**src/rtl/nn_pkg.sv**
```systemverilog
// nn_pkg: shared definitions for the feed-forward NN block.
//   NN_WORD_W    - weight RAM word width in bits
//   NN_ADDR_W    - weight RAM address width
//   NN_NUM_WORDS - words in one complete weight image
//   NN_BYTE_W    - width of one element of the weight byte stream
//   loader_state_e - state encoding of the weight loader FSM
package nn_pkg;

  localparam int NN_WORD_W    = 256;
  localparam int NN_ADDR_W    = 4;
  localparam int NN_NUM_WORDS = 16;
  localparam int NN_BYTE_W    = 8;

  typedef enum logic [2:0] {
    ST_IDLE  = 3'd0,
    ST_LOAD  = 3'd1,
    ST_WRITE = 3'd2,
    ST_CHECK = 3'd3,
    ST_DONE  = 3'd4
  } loader_state_e;

endpackage : nn_pkg

```
**src/rtl/nn_weight_loader.sv**
```systemverilog
// nn_weight_loader: packs a valid/ready byte stream into WORD_W-bit words and
// writes them, in address order, into the weight RAM. done rises once the
// RAM holds a complete image of NUM_WORDS words.
//
// Ports:
//   CLK        system clock, all registers on the rising edge
//   RST        synchronous active-high reset
//   start      one-cycle pulse, begins a load (only from IDLE or DONE)
//   in_valid   stream byte valid
//   in_byte    stream byte
//   in_ready   loader accepts a byte this cycle
//   mem_addr   RAM write address
//   mem_wdata  RAM write data (first stream byte in the LSBs)
//   mem_we     RAM write enable, one cycle per word
//   busy       load in progress (LOAD, WRITE, CHECK)
//   done       image complete, held until the next start or RST
//   err        checksum mismatch (tied 0 unless LOADER_CHECKSUM_EN)
//
// Build option: define LOADER_CHECKSUM_EN to append a checksum byte to the
// image. The loader keeps an XOR of all image bytes and compares it with one
// extra byte accepted after the final word is written.
module nn_weight_loader
  import nn_pkg::*;
#(
  parameter int WORD_W    = NN_WORD_W,
  parameter int BYTE_W    = NN_BYTE_W,
  parameter int ADDR_W    = NN_ADDR_W,
  parameter int NUM_WORDS = NN_NUM_WORDS
) (
  input  logic              CLK,
  input  logic              RST,
  input  logic              start,
  input  logic              in_valid,
  input  logic [BYTE_W-1:0] in_byte,
  output logic              in_ready,
  output logic [ADDR_W-1:0] mem_addr,
  output logic [WORD_W-1:0] mem_wdata,
  output logic              mem_we,
  output logic              busy,
  output logic              done,
  output logic              err
);

  localparam int BYTES = WORD_W / BYTE_W;
  localparam int CNT_W = (BYTES > 1) ? $clog2(BYTES) : 1;
  localparam logic [CNT_W-1:0]  LAST_BYTE = CNT_W'(BYTES - 1);
  localparam logic [ADDR_W-1:0] LAST_ADDR = ADDR_W'(NUM_WORDS - 1);

  loader_state_e     state_q, state_d;
  logic [ADDR_W-1:0] addr_q, addr_d;
  logic [WORD_W-1:0] wdata_q, wdata_d;
  logic [CNT_W-1:0]  cnt_q, cnt_d;
`ifdef LOADER_CHECKSUM_EN
  logic [BYTE_W-1:0] csum_q, csum_d;
  logic              err_q, err_d;
`endif

  always_ff @(posedge CLK) begin
    if (RST) begin
      state_q <= ST_IDLE;
      addr_q  <= '0;
      wdata_q <= '0;
      cnt_q   <= '0;
`ifdef LOADER_CHECKSUM_EN
      csum_q  <= '0;
      err_q   <= 1'b0;
`endif
    end else begin
      state_q <= state_d;
      addr_q  <= addr_d;
      wdata_q <= wdata_d;
      cnt_q   <= cnt_d;
`ifdef LOADER_CHECKSUM_EN
      csum_q  <= csum_d;
      err_q   <= err_d;
`endif
    end
  end

  always_comb begin
    state_d  = state_q;
    addr_d   = addr_q;
    wdata_d  = wdata_q;
    cnt_d    = cnt_q;
`ifdef LOADER_CHECKSUM_EN
    csum_d   = csum_q;
    err_d    = err_q;
`endif
    in_ready = 1'b0;
    mem_we   = 1'b0;
    busy     = 1'b0;

    case (state_q)
      ST_IDLE, ST_DONE: begin
        if (start) begin
          state_d = ST_LOAD;
          addr_d  = '0;
          cnt_d   = '0;
          wdata_d = '0;
`ifdef LOADER_CHECKSUM_EN
          csum_d  = '0;
          err_d   = 1'b0;
`endif
        end
      end

      ST_LOAD: begin
        in_ready = 1'b1;
        busy     = 1'b1;
        if (in_valid) begin
          // Lane decode instead of a variable part-select keeps the
          // insert mux explicit: byte k lands in lane k.
          for (int k = 0; k < BYTES; k++) begin
            if (cnt_q == CNT_W'(k)) begin
              wdata_d[k*BYTE_W +: BYTE_W] = in_byte;
            end
          end
`ifdef LOADER_CHECKSUM_EN
          csum_d = csum_q ^ in_byte;
`endif
          if (cnt_q == LAST_BYTE) begin
            state_d = ST_WRITE;
          end else begin
            cnt_d = cnt_q + 1'b1;
          end
        end
      end

      ST_WRITE: begin
        // Address and data registers are untouched here, so the RAM sees
        // a stable word for the whole write cycle.
        mem_we = 1'b1;
        busy   = 1'b1;
        if (addr_q == LAST_ADDR) begin
`ifdef LOADER_CHECKSUM_EN
          state_d = ST_CHECK;
`else
          state_d = ST_DONE;
`endif
        end else begin
          addr_d  = addr_q + 1'b1;
          cnt_d   = '0;
          state_d = ST_LOAD;
        end
      end

`ifdef LOADER_CHECKSUM_EN
      ST_CHECK: begin
        in_ready = 1'b1;
        busy     = 1'b1;
        if (in_valid) begin
          err_d   = (in_byte != csum_q);
          state_d = ST_DONE;
        end
      end
`endif

      default: state_d = ST_IDLE;
    endcase
  end

  assign mem_addr  = addr_q;
  assign mem_wdata = wdata_q;
  assign done      = (state_q == ST_DONE);
`ifdef LOADER_CHECKSUM_EN
  assign err       = err_q;
`else
  assign err       = 1'b0;
`endif

endmodule : nn_weight_loader

```
**config.mk**
```make
export PLATFORM = sky130hd
export DESIGN_NAME = nn_weight_loader
export DESIGN_NICKNAME = d
export VERILOG_FILES = /design/src/rtl/nn_pkg.sv /design/src/rtl/nn_weight_loader.sv
export SDC_FILE = /design/constraint.sdc
export NUM_CORES = 1
export LEC_CHECK = 0
export ABC_AREA = 1
export CAP_MARGIN = 20
export CORE_MARGIN = 3
export CORE_UTILIZATION = 40
export CTS_BUF_LIST = sky130_fd_sc_hd__clkbuf_4 sky130_fd_sc_hd__clkbuf_8
export CTS_CLUSTER_DIAMETER = 60
export CTS_CLUSTER_SIZE = 24
export DETAILED_ROUTE_END_ITERATION = 6
export HOLD_SLACK_MARGIN = 0.06
export PLACE_DENSITY_LB_ADDON = 0.08
export SYNTH_ARGS = -nofsm -noshare
export SYNTH_HDL_FRONTEND = slang
export SYNTH_SLANG_ARGS = --single-unit
```
**constraint.sdc**
```tcl
create_clock -name CLK -period 2 [get_ports CLK]
set_clock_uncertainty 0.2 [all_clocks]
set_input_delay 0.2 -clock CLK [delete_from_list [all_inputs] [get_ports CLK]]
set_output_delay 0.2 -clock CLK [all_outputs]
set_load 0.02 [all_outputs]
```
After elaboration in Yosys (flattened, before gate mapping)
Index checks and enable logic that the tools add are counted.
{"block": "totals", "word_cells": 201, "mem_count": 0, "mem_bits_ro": 0, "mem_bits_rw": 0, "register_bits": 268, "latch_bits": 0}
{"block": "op_classes", "bitwise_logic": 0, "n_eq_ne": 71, "addsub": 2, "div_mod_pow": 0, "multipliers": 0, "magnitude_cmp": 0, "reduce_logical": 42, "n_mux": 51, "shifts": 0}
{"cell": "256-bit 2-to-1 mux", "n": 2}
{"cell": "256-bit one-hot mux with 2 select lines", "n": 1}
{"cell": "8-bit 2-to-1 mux", "n": 32}
{"cell": "4-bit AND reduction", "n": 32}
{"cell": "5-bit == test (second input constant)", "n": 16}
{"cell": "2-bit inequality test (second input constant)", "n": 36}
{"cell": "5-bit by 4-bit == test with 1-bit output (second input constant)", "n": 8}
{"cell": "5-bit by 3-bit == test with 1-bit output (second input constant)", "n": 4}
{"cell": "5-bit 2-to-1 mux", "n": 4}
{"cell": "5-bit one-hot mux with 3 select lines", "n": 1}
{"cell": "3-bit 2-to-1 mux", "n": 4}
{"cell": "5-bit by 2-bit == test with 1-bit output (second input constant)", "n": 2}
{"cell": "3-bit one-hot mux with 3 select lines", "n": 1}
{"cell": "4-bit 2-to-1 mux", "n": 2}
{"cell": "4-bit one-hot mux with 2 select lines", "n": 1}
{"cell": "3-bit AND reduction", "n": 2}
{"cell": "5-bit by 1-bit adder with 5-bit output (second input constant)", "n": 1}
{"cell": "5-bit by 1-bit == test with 1-bit output (second input constant)", "n": 1}
{"cell": "5-bit logical NOT", "n": 1}
{"cell": "5-bit AND reduction", "n": 1}
{"cell": "4-bit by 1-bit adder with 4-bit output (second input constant)", "n": 1}
{"cell": "4-bit == test (second input constant)", "n": 1}
{"cell": "2-bit nonzero test", "n": 2}
{"cell": "2-bit OR reduction", "n": 2}
{"cell": "other kinds (6)", "n": 8}

Logic depth before layout (Yosys ltp)
Gate-level depths: netlist (run 1).
{"block": "depth", "word_depth": 4, "depth_mapped": 11}

Worst setup path before layout (run 1)
Ideal clock, no wire load.
{"block": "synth_path", "kind": "reg-to-reg", "startpoint": "reg cnt_q[4]", "endpoint": "reg wdata_q[120] (netlist: mem_wdata[120])", "synth_period_minus_slack_ns": 1.929, "required_time_ns": 1.682, "t_arrival_ns": 1.611, "setup_time_ns": 0.118, "slack_ns": 0.071, "n_path_buf": 2, "path_stages_with_launch": 9, "path_cell_list": "dfxtp_1 > buf_2 > inv_1 > buf_2 > ha_1 > nor2_1 > nor2_2 > o21ai_0 > nor2_1"}
{"block": "synth_between", "elab_chain_cells": 3}
{"item": "from (decl)", "line_no": "nn_weight_loader.sv:52", "source": "logic [CNT_W-1:0] cnt_q, cnt_d;"}
{"item": "from (signal assigned)", "line_no": "nn_weight_loader.sv:72", "source": "cnt_q <= cnt_d;"}
{"item": "5-bit by 4-bit == test with 1-bit output", "line_no": "nn_weight_loader.sv:114", "source": "if (cnt_q == CNT_W'(k)) begin"}
{"item": "2-bit inequality test (no line)"}
{"item": "4-bit AND reduction (no line)"}
{"item": "to (signal assigned)", "line_no": "nn_weight_loader.sv:71", "source": "wdata_q <= wdata_d;"}
{"item": "to (decl)", "line_no": "nn_weight_loader.sv:51", "source": "logic [WORD_W-1:0] wdata_q, wdata_d;"}
No other way between the ends.
A chain may end at the register's enable or synchronous reset.

Worst setup path after layout (run 1)
{"block": "layout_path", "startpoint": "reg wdata_q[237] (netlist: mem_wdata[237])", "endpoint": "out mem_wdata[237]"}
{"item": "to (decl)", "line_no": "nn_weight_loader.sv:37", "source": "output logic [WORD_W-1:0] mem_wdata,"}
No word-level cell between the ends.

==> impl_results.md, run 1 <==
* CP arrival at 1.57 ns
* ANT nets after route at 0
* Syn_nets at 1556
* Placed instance area at 14630 µm²
* Post-Syn Area per Cell at 7.097 µm²
* # fillers at 2464
* DR iter-0 viols at 965
* Total core area at 26430 µm²
* Synth unique cells at 31
* HP Class: input port to flop
* Finished Core Util at 58.85%
* Drt via density at 4.801
* Final setup violation count at 0
* Fin crit period at 1.973 ns
* Area contributors post-synth: dfxtp_1 49%, nor2_1 17%, nand2_1 12%, nand3_1 4.1%, o21ai_0 3.5%
* Post-Place Worst Slack at -0.1944 ns
* Setup TNS at 0 ns
* Synth async-reset ratio at 0%
* First-pass GRT wire length at 52210 µm
* Synth area leader: dfxtp_1
* # nets final at 1886
* Critical path cell sequence: clkdlybuf4s50_1
* GRT Util Overall at 22.02%
* Period utilisation layout at 98.65%
* Top delay family on crit path: buffers and inverters
* PortBufs at 275
* Slew Limit Fails at 0
* Number of synthesized flops with an enable pin at 0
* Drt pass-1 iters at 5
* Aggregate global routing overflow at 0
* Clock sinks at 268
* Fraction of layout cells with a size suffix above 1 at 12.55%
* # H-tree levels at 1
* PD cells at 1052 nW/µm²
* Peak supply drop at 0.5723 mV
* Die width at 171.1 µm
* Finished layout cell area at 15550 µm²
* I/O pins at 277
* Maxcap violations at 0
* Row count at 59
* Slowest stage delay, CP at 0.62 ns
* Hold Buf Count CTS at 0
* Cell with the most instances after synthesis: nor2_1
* Vias in the first global route at 9684
* Antenna fix cells at 0
* Endpoints failing hold at 0
* Multi-input gate area at 5014 µm²
* CTS root buffer: clkbuf_8
* TritonCTS clock tree: yes
* GP Congestion at 0.8255
* Total Die Area at 29290 µm²
* Req. time, crit path at 1.60 ns
* DR WL/cell at 15.53 µm
* Worst skew pair latency at 0.55 ns
* Worst path bufs/invs at 1
* Initial core utilization at 41.27%
* Main synth FF type: dfxtp_1
* Outcome: finished clean
* Die height at 171.1 µm
* Crit end category: output pin
* Detailed-route DRC error count at 0
* CTS buffer count at 21
* Fin Hold WS at 0.1801 ns
* Area share of the leading cell type in the synthesized netlist at 49.19%
* CP Max Fanout at 2
* Via count at 10640
* RSZ-0062 raised after global routing: yes
* Sequential area share after synthesis at 49.19%
* Synthesized flop and latch total at 268
* Clk slew on worst S/H paths at 0.12 ns
* Leak at 7.916 nW
* CP max-delay cell: clkdlybuf4s50_1
* Clock buffer depth at 3
* Synth top cells by count: 489 x nor2_1, 349 x nand2_1, 268 x dfxtp_1
* DRT Wirelength at 34420 µm
* Cell Area, Synth at 10910 µm²
* Cells after synthesis at 1537
* Initial antenna violation count at 3
* Layout Area Growth over Synthesis at 42.58%
* Setup WS post-layout at 0.02705 ns
* CP Launch Type: flop
* CP Class: flop to output pin
* DP Wirelength at 23080 µm
* Largest net degree at the start of global routing at 60
* Fmax achieved at 506.9 MHz
* Synth warnings at 0
* FF/Latch Area at 5373 µm²
-- per-stage QoR --
stage | total power [W] | std cells
2_1_floorplan | 0.01018 | 1537
3_3_place_gp | 0.01289 | 2164
3_5_place_dp | 0.01296 | 2164
4_1_cts | 0.01634 | 2203
5_1_grt | 0.01735 | 2216
6_report | 0.01636 | 2216
-- layout by cell type (no fill, tap or decap), types with 14 or more instances in the layout --
cell             count
nor2_4              16
nand2_1            348
nor3_1              57
o21ai_1             14
nand3_1             89
dfxtp_1            264
dlymetal6s2s_1      61
nor2_2              18
clkbuf_8            21
nor2_1             478
buf_4               89
o21ai_0             68
buf_12              23
inv_1               38
clkdlybuf4s50_1    199
-- timing repair --
action | CTS | global route
pin swaps | 2 | 5
buffers inserted | 2 | 8
resized for setup | 36 | 111
cloned | 0 | 5
endpoints found under the setup margin | 69 | 215
-- cells by family after synthesis --
group           count (synthesis)  share of synthesized area (%)
other cells                     1                        0.03438
xor+xnor                        1                        0.08031
compound gates                110                          5.689
fa+ha+maj                       7                         0.8029
simple gates                 1018                          38.21
flops                         268                          49.19
buf+inv                       132                          5.999
-- path summary, 6_finish.rpt --
path | startpoint | to | slack, ns | cells past startpoint
worst max register to register | cnt_q[0]$_SDFFE_PP0P_ | mem_wdata[178]$_SDFFE_PP0P_ | 0.10 | 9
worst min register to register | mem_wdata[50]$_SDFFE_PP0P_ | mem_wdata[50]$_SDFFE_PP0P_ | 0.28 | 2
worst min-delay path | start | mem_addr[2]$_SDFFE_PP0P_ | 0.18 | 4
worst max-delay path | mem_wdata[237]$_SDFFE_PP0P_ | mem_wdata[237] | 0.03 | 1
-- layout make-up --
class / instances / share of cell area [%]
Clock buffer: 22 / 1.907
Clock inverter: 15 / 1.207
Inverter: 46 / 1.255
Multi-Input combinational cell: 1139 / 32.24
Sequential cell: 268 / 34.55
Tap cell: 335 / 2.695
Timing Repair Buffer: 391 / 26.15
-- routing by layer --
layer	track usage, %	up-vias	share of wire, %
met1	30.39	4831	46
met4	4.514	6	1.7
met5	0	-	0.10
met2	36.56	304	46
met3	3.743	42	6.1
li1	-	5457	-
-- power by group --
group	total, W	switching [W]	internal, W
clock network	0.00337	0.00209	0.00128
registers	0.00669	0.000526	0.00617
logic	0.00630	0.00354	0.00275
total	0.0164	0.00616	0.0102
-- state kept, by name, indices dropped and copies added (netlist names) --
register and count:
cnt_q 5, mem_wdata 256, state_q 3, mem_addr 4
No activity file was read; power rests on OpenSTA's default activity.
==> run 2, diff against run 1 <==
--- a/config.mk
+++ b/config.mk
@@ -13,7 +13,7 @@
 export CTS_CLUSTER_DIAMETER = 60
 export CTS_CLUSTER_SIZE = 24
 export DETAILED_ROUTE_END_ITERATION = 6
-export HOLD_SLACK_MARGIN = 0.06
+export HOLD_SLACK_MARGIN = 0.15
 export PLACE_DENSITY_LB_ADDON = 0.08
 export SYNTH_ARGS = -nofsm -noshare
 export SYNTH_HDL_FRONTEND = slang
==> results of run 2 <==
No change in the layout: final DEF, timing and power equal those of run 1.
==> run 3, diff against run 2 <==
--- a/config.mk
+++ b/config.mk
@@ -15,6 +15,7 @@
 export DETAILED_ROUTE_END_ITERATION = 6
 export HOLD_SLACK_MARGIN = 0.15
 export PLACE_DENSITY_LB_ADDON = 0.08
+export RECOVER_POWER = 50
 export SYNTH_ARGS = -nofsm -noshare
 export SYNTH_HDL_FRONTEND = slang
 export SYNTH_SLANG_ARGS = --single-unit
==> run 3 against run 2 <==
Effect of this change: clock power about the same; global-route usage is the same; non-clock buffer count did not move; worst hold slack improved by 0.0018 ns; flip-flop and latch count did not move; power fell by 1.5%; design area down 4.0%; cell count unchanged; via count hardly changed; critical endpoint unchanged; largest cell class unchanged; highest routed layer unchanged.
==> impl_results.md, run 3 (synthesized netlist as in run 1, its figures left out) <==
* Detailed-route DRC error count at 0 (unchanged)
* I/O pins at 277 (unchanged)
* TritonCTS clock tree: yes (unchanged)
* Commonest cells after routing, fill and taps aside: 479 x nor2_1, 348 x nand2_1, 264 x dfxtp_1, 199 x clkdlybuf4s50_1, 89 x nand3_1 (was 478 x nor2_1, 348 x nand2_1, 264 x dfxtp_1, 199 x clkdlybuf4s50_1)
* Fin crit period at 1.971 ns (was 1.973 ns)
* Worst path bufs/invs at 1 (unchanged)
* Peak supply drop at 0.5458 mV (was 0.5723 mV)
* Drt pass-1 iters at 5 (unchanged)
* Comb pwr share at 37.5% (was 38.5%)
* WP depth at 1 (unchanged)
* Die width at 171.1 µm (unchanged)
* Hold Buf Count CTS at 0 (unchanged)
* PD cells at 1079 nW/µm² (was 1052 nW/µm²)
* Largest net degree at the start of global routing at 60 (unchanged)
* Req. time, crit path at 1.60 ns (about the same)
* Final setup violation count at 0 (unchanged)
* Fmax achieved at 507.2 MHz (was 506.9 MHz)
* Aggregate global routing overflow at 0 (unchanged)
* Clock buffer depth at 3 (unchanged)
* Leak at 6.773 nW (was 7.916 nW)
* Initial core utilization at 41.27% (unchanged)
* Fraction of layout cells with a size suffix above 1 at 12.12% (was 12.55%)
* FF-to-FF path depth at 10 (was 9)
* Commonest non-fill, non-tap cell in the layout: nor2_1 (unchanged)
* Via count at 10638 (was 10640)
* Placed insts at 2164 (unchanged)
* CP Launch Type: flop (unchanged)
* Finished Core Util at 56.51% (was 58.85%)
* Worst skew pair latency at 0.55 ns (about the same)
* Sw frac at 38.26% (was 37.63%)
* Row count at 59 (unchanged)
* Initial antenna violation count at 3 (unchanged)
* # H-tree levels at 1 (unchanged)
* Largest register FFs at 256 (unchanged)
* Layout Area Growth over Synthesis at 36.90% (was 42.58%)
* Top delay family on crit path: buffers and inverters (unchanged)
* Antenna fix cells at 0 (unchanged)
* Outcome: finished clean (unchanged)
* Fin Hold WS at 0.1818 ns (was 0.1801 ns)
* Highest Signal Layer: met5 (unchanged)
* Met1 WL at 15950 µm (was 15730 µm)
* PortBufs at 275 (unchanged)
* Endpoints failing hold at 0 (unchanged)
* Sequential power share at 41.6% (was 40.9%)
* DR iter-0 viols at 924 (was 965)
* GRT Util Overall at 22.02% (unchanged)
* WL met2 at 15840 µm (was 15980 µm)
* CP Max Fanout at 2 (unchanged)
* Finished Layout Cells at 2216 (unchanged)
* Die height at 171.1 µm (unchanged)
* Slowest stage delay, CP at 0.62 ns (about the same)
* Placed instance area at 14630 µm² (unchanged)
* CTS root buffer: clkbuf_8 (unchanged)
* CP Class: flop to output pin (unchanged)
* CP max-delay cell: clkdlybuf4s50_1 (unchanged)
* CP arrival at 1.57 ns (about the same)
* Period utilisation layout at 98.57% (was 98.65%)
* Maxcap violations at 0 (unchanged)
* GP Congestion at 0.8255 (unchanged)
* HP Class: input port to flop (unchanged)
* Finished layout cell area at 14930 µm² (was 15550 µm²)
* # nets final at 1886 (unchanged)
* Total Die Area at 29290 µm² (unchanged)
* ANT nets after route at 0 (unchanged)
* Met3 Routed Length at 2027 µm (was 2095 µm)
* First-pass GRT wire length at 52210 µm (unchanged)
* RSZ-0062 raised after global routing: yes (unchanged)
* Clk slew on worst S/H paths at 0.12 ns (about the same)
* Total core area at 26430 µm² (unchanged)
* Crit end category: output pin (unchanged)
* DP Wirelength at 23080 µm (unchanged)
* Setup WS post-layout at 0.02855 ns (was 0.02705 ns)
* DR WL/cell at 15.54 µm (was 15.53 µm)
* CTS buffer count at 21 (unchanged)
* Critical path cell sequence: clkdlybuf4s50_1 (unchanged)
* Clk network pwr share at 21.0% (was 20.6%)
* Vias in the first global route at 9684 (unchanged)
* Internal power at 0.009952 W (was 0.01021 W)
* Hold depth at 4 (unchanged)
* DRT Wirelength at 34430 µm (was 34420 µm)
* Clock sinks at 268 (unchanged)
* Slew Limit Fails at 0 (unchanged)
* Drt via density at 4.801 (about the same)
* # fillers at 2563 (was 2464)
* Post-Place Worst Slack at -0.1944 ns (unchanged)
* Psw at 0.006167 W (was 0.006158 W)
-- run 3: cell count changes in the layout (fill, tap and decap cells not counted), sizes merged --
cell	before	now
clkbuf	24	97
dlymetal6s2s	61	0
buf	118	106
-- run 3: layout make-up --
cell class	instances	area, µm²	share of cell area (%)
inverter	46	195.2	1.307
tap	335	419.2	2.807
multi-input combinational	1139	5002	33.50
sequential	268	5373	35.98
timing repair buffer	391	3460	23.17
clock buffer	22	296.5	1.986
clock inverter	15	187.7	1.257
-- run 3: worst paths after layout --
kind | from | endpoint | slack (ns)
worst max register to register | state_q[1]$_SDFFE_PP0P_ | mem_wdata[197]$_SDFFE_PP0P_ | 0.09
worst min-delay path | start | mem_addr[2]$_SDFFE_PP0P_ | 0.18
worst max-delay path | mem_wdata[237]$_SDFFE_PP0P_ | mem_wdata[237] | 0.03
worst min register to register | mem_wdata[50]$_SDFFE_PP0P_ | mem_wdata[50]$_SDFFE_PP0P_ | 0.28
-- run 3: power by group through the flow --
stage | combinational, W | sequential (W) | clock (W)
floorplan | 0.00251 | 0.00767 | 0
global placement | 0.00608 | 0.00681 | 0
detailed placement | 0.00615 | 0.00681 | 0
CTS | 0.00619 | 0.00670 | 0.00345
global route | 0.00664 | 0.00679 | 0.00365
finish | 0.00604 | 0.00670 | 0.00338
-- run 3: through the flow --
step / total power (W) / setup TNS (ns)
3_5_place_dp: 0.01296 / -13.48
2_1_floorplan: 0.01018 / 0
5_1_grt: 0.01709 / -1.066
4_1_cts: 0.01634 / 0
6_report: 0.01612 / 0
3_3_place_gp: 0.01289 / -7.831
-- run 3: timing repair --
action | in CTS | in global routing
setup buffers | 2 | 8
resized for setup | 36 | 111
cloned | 0 | 5
endpoints found under the setup margin | 69 | 215
pin swaps | 2 | 5
-- run 3: metal layers --
layer	track usage, %	up-vias
li1	-	5453
met1	30.39	4852
met2	36.56	289
met3	3.743	38
met4	4.514	6
met5	0	-
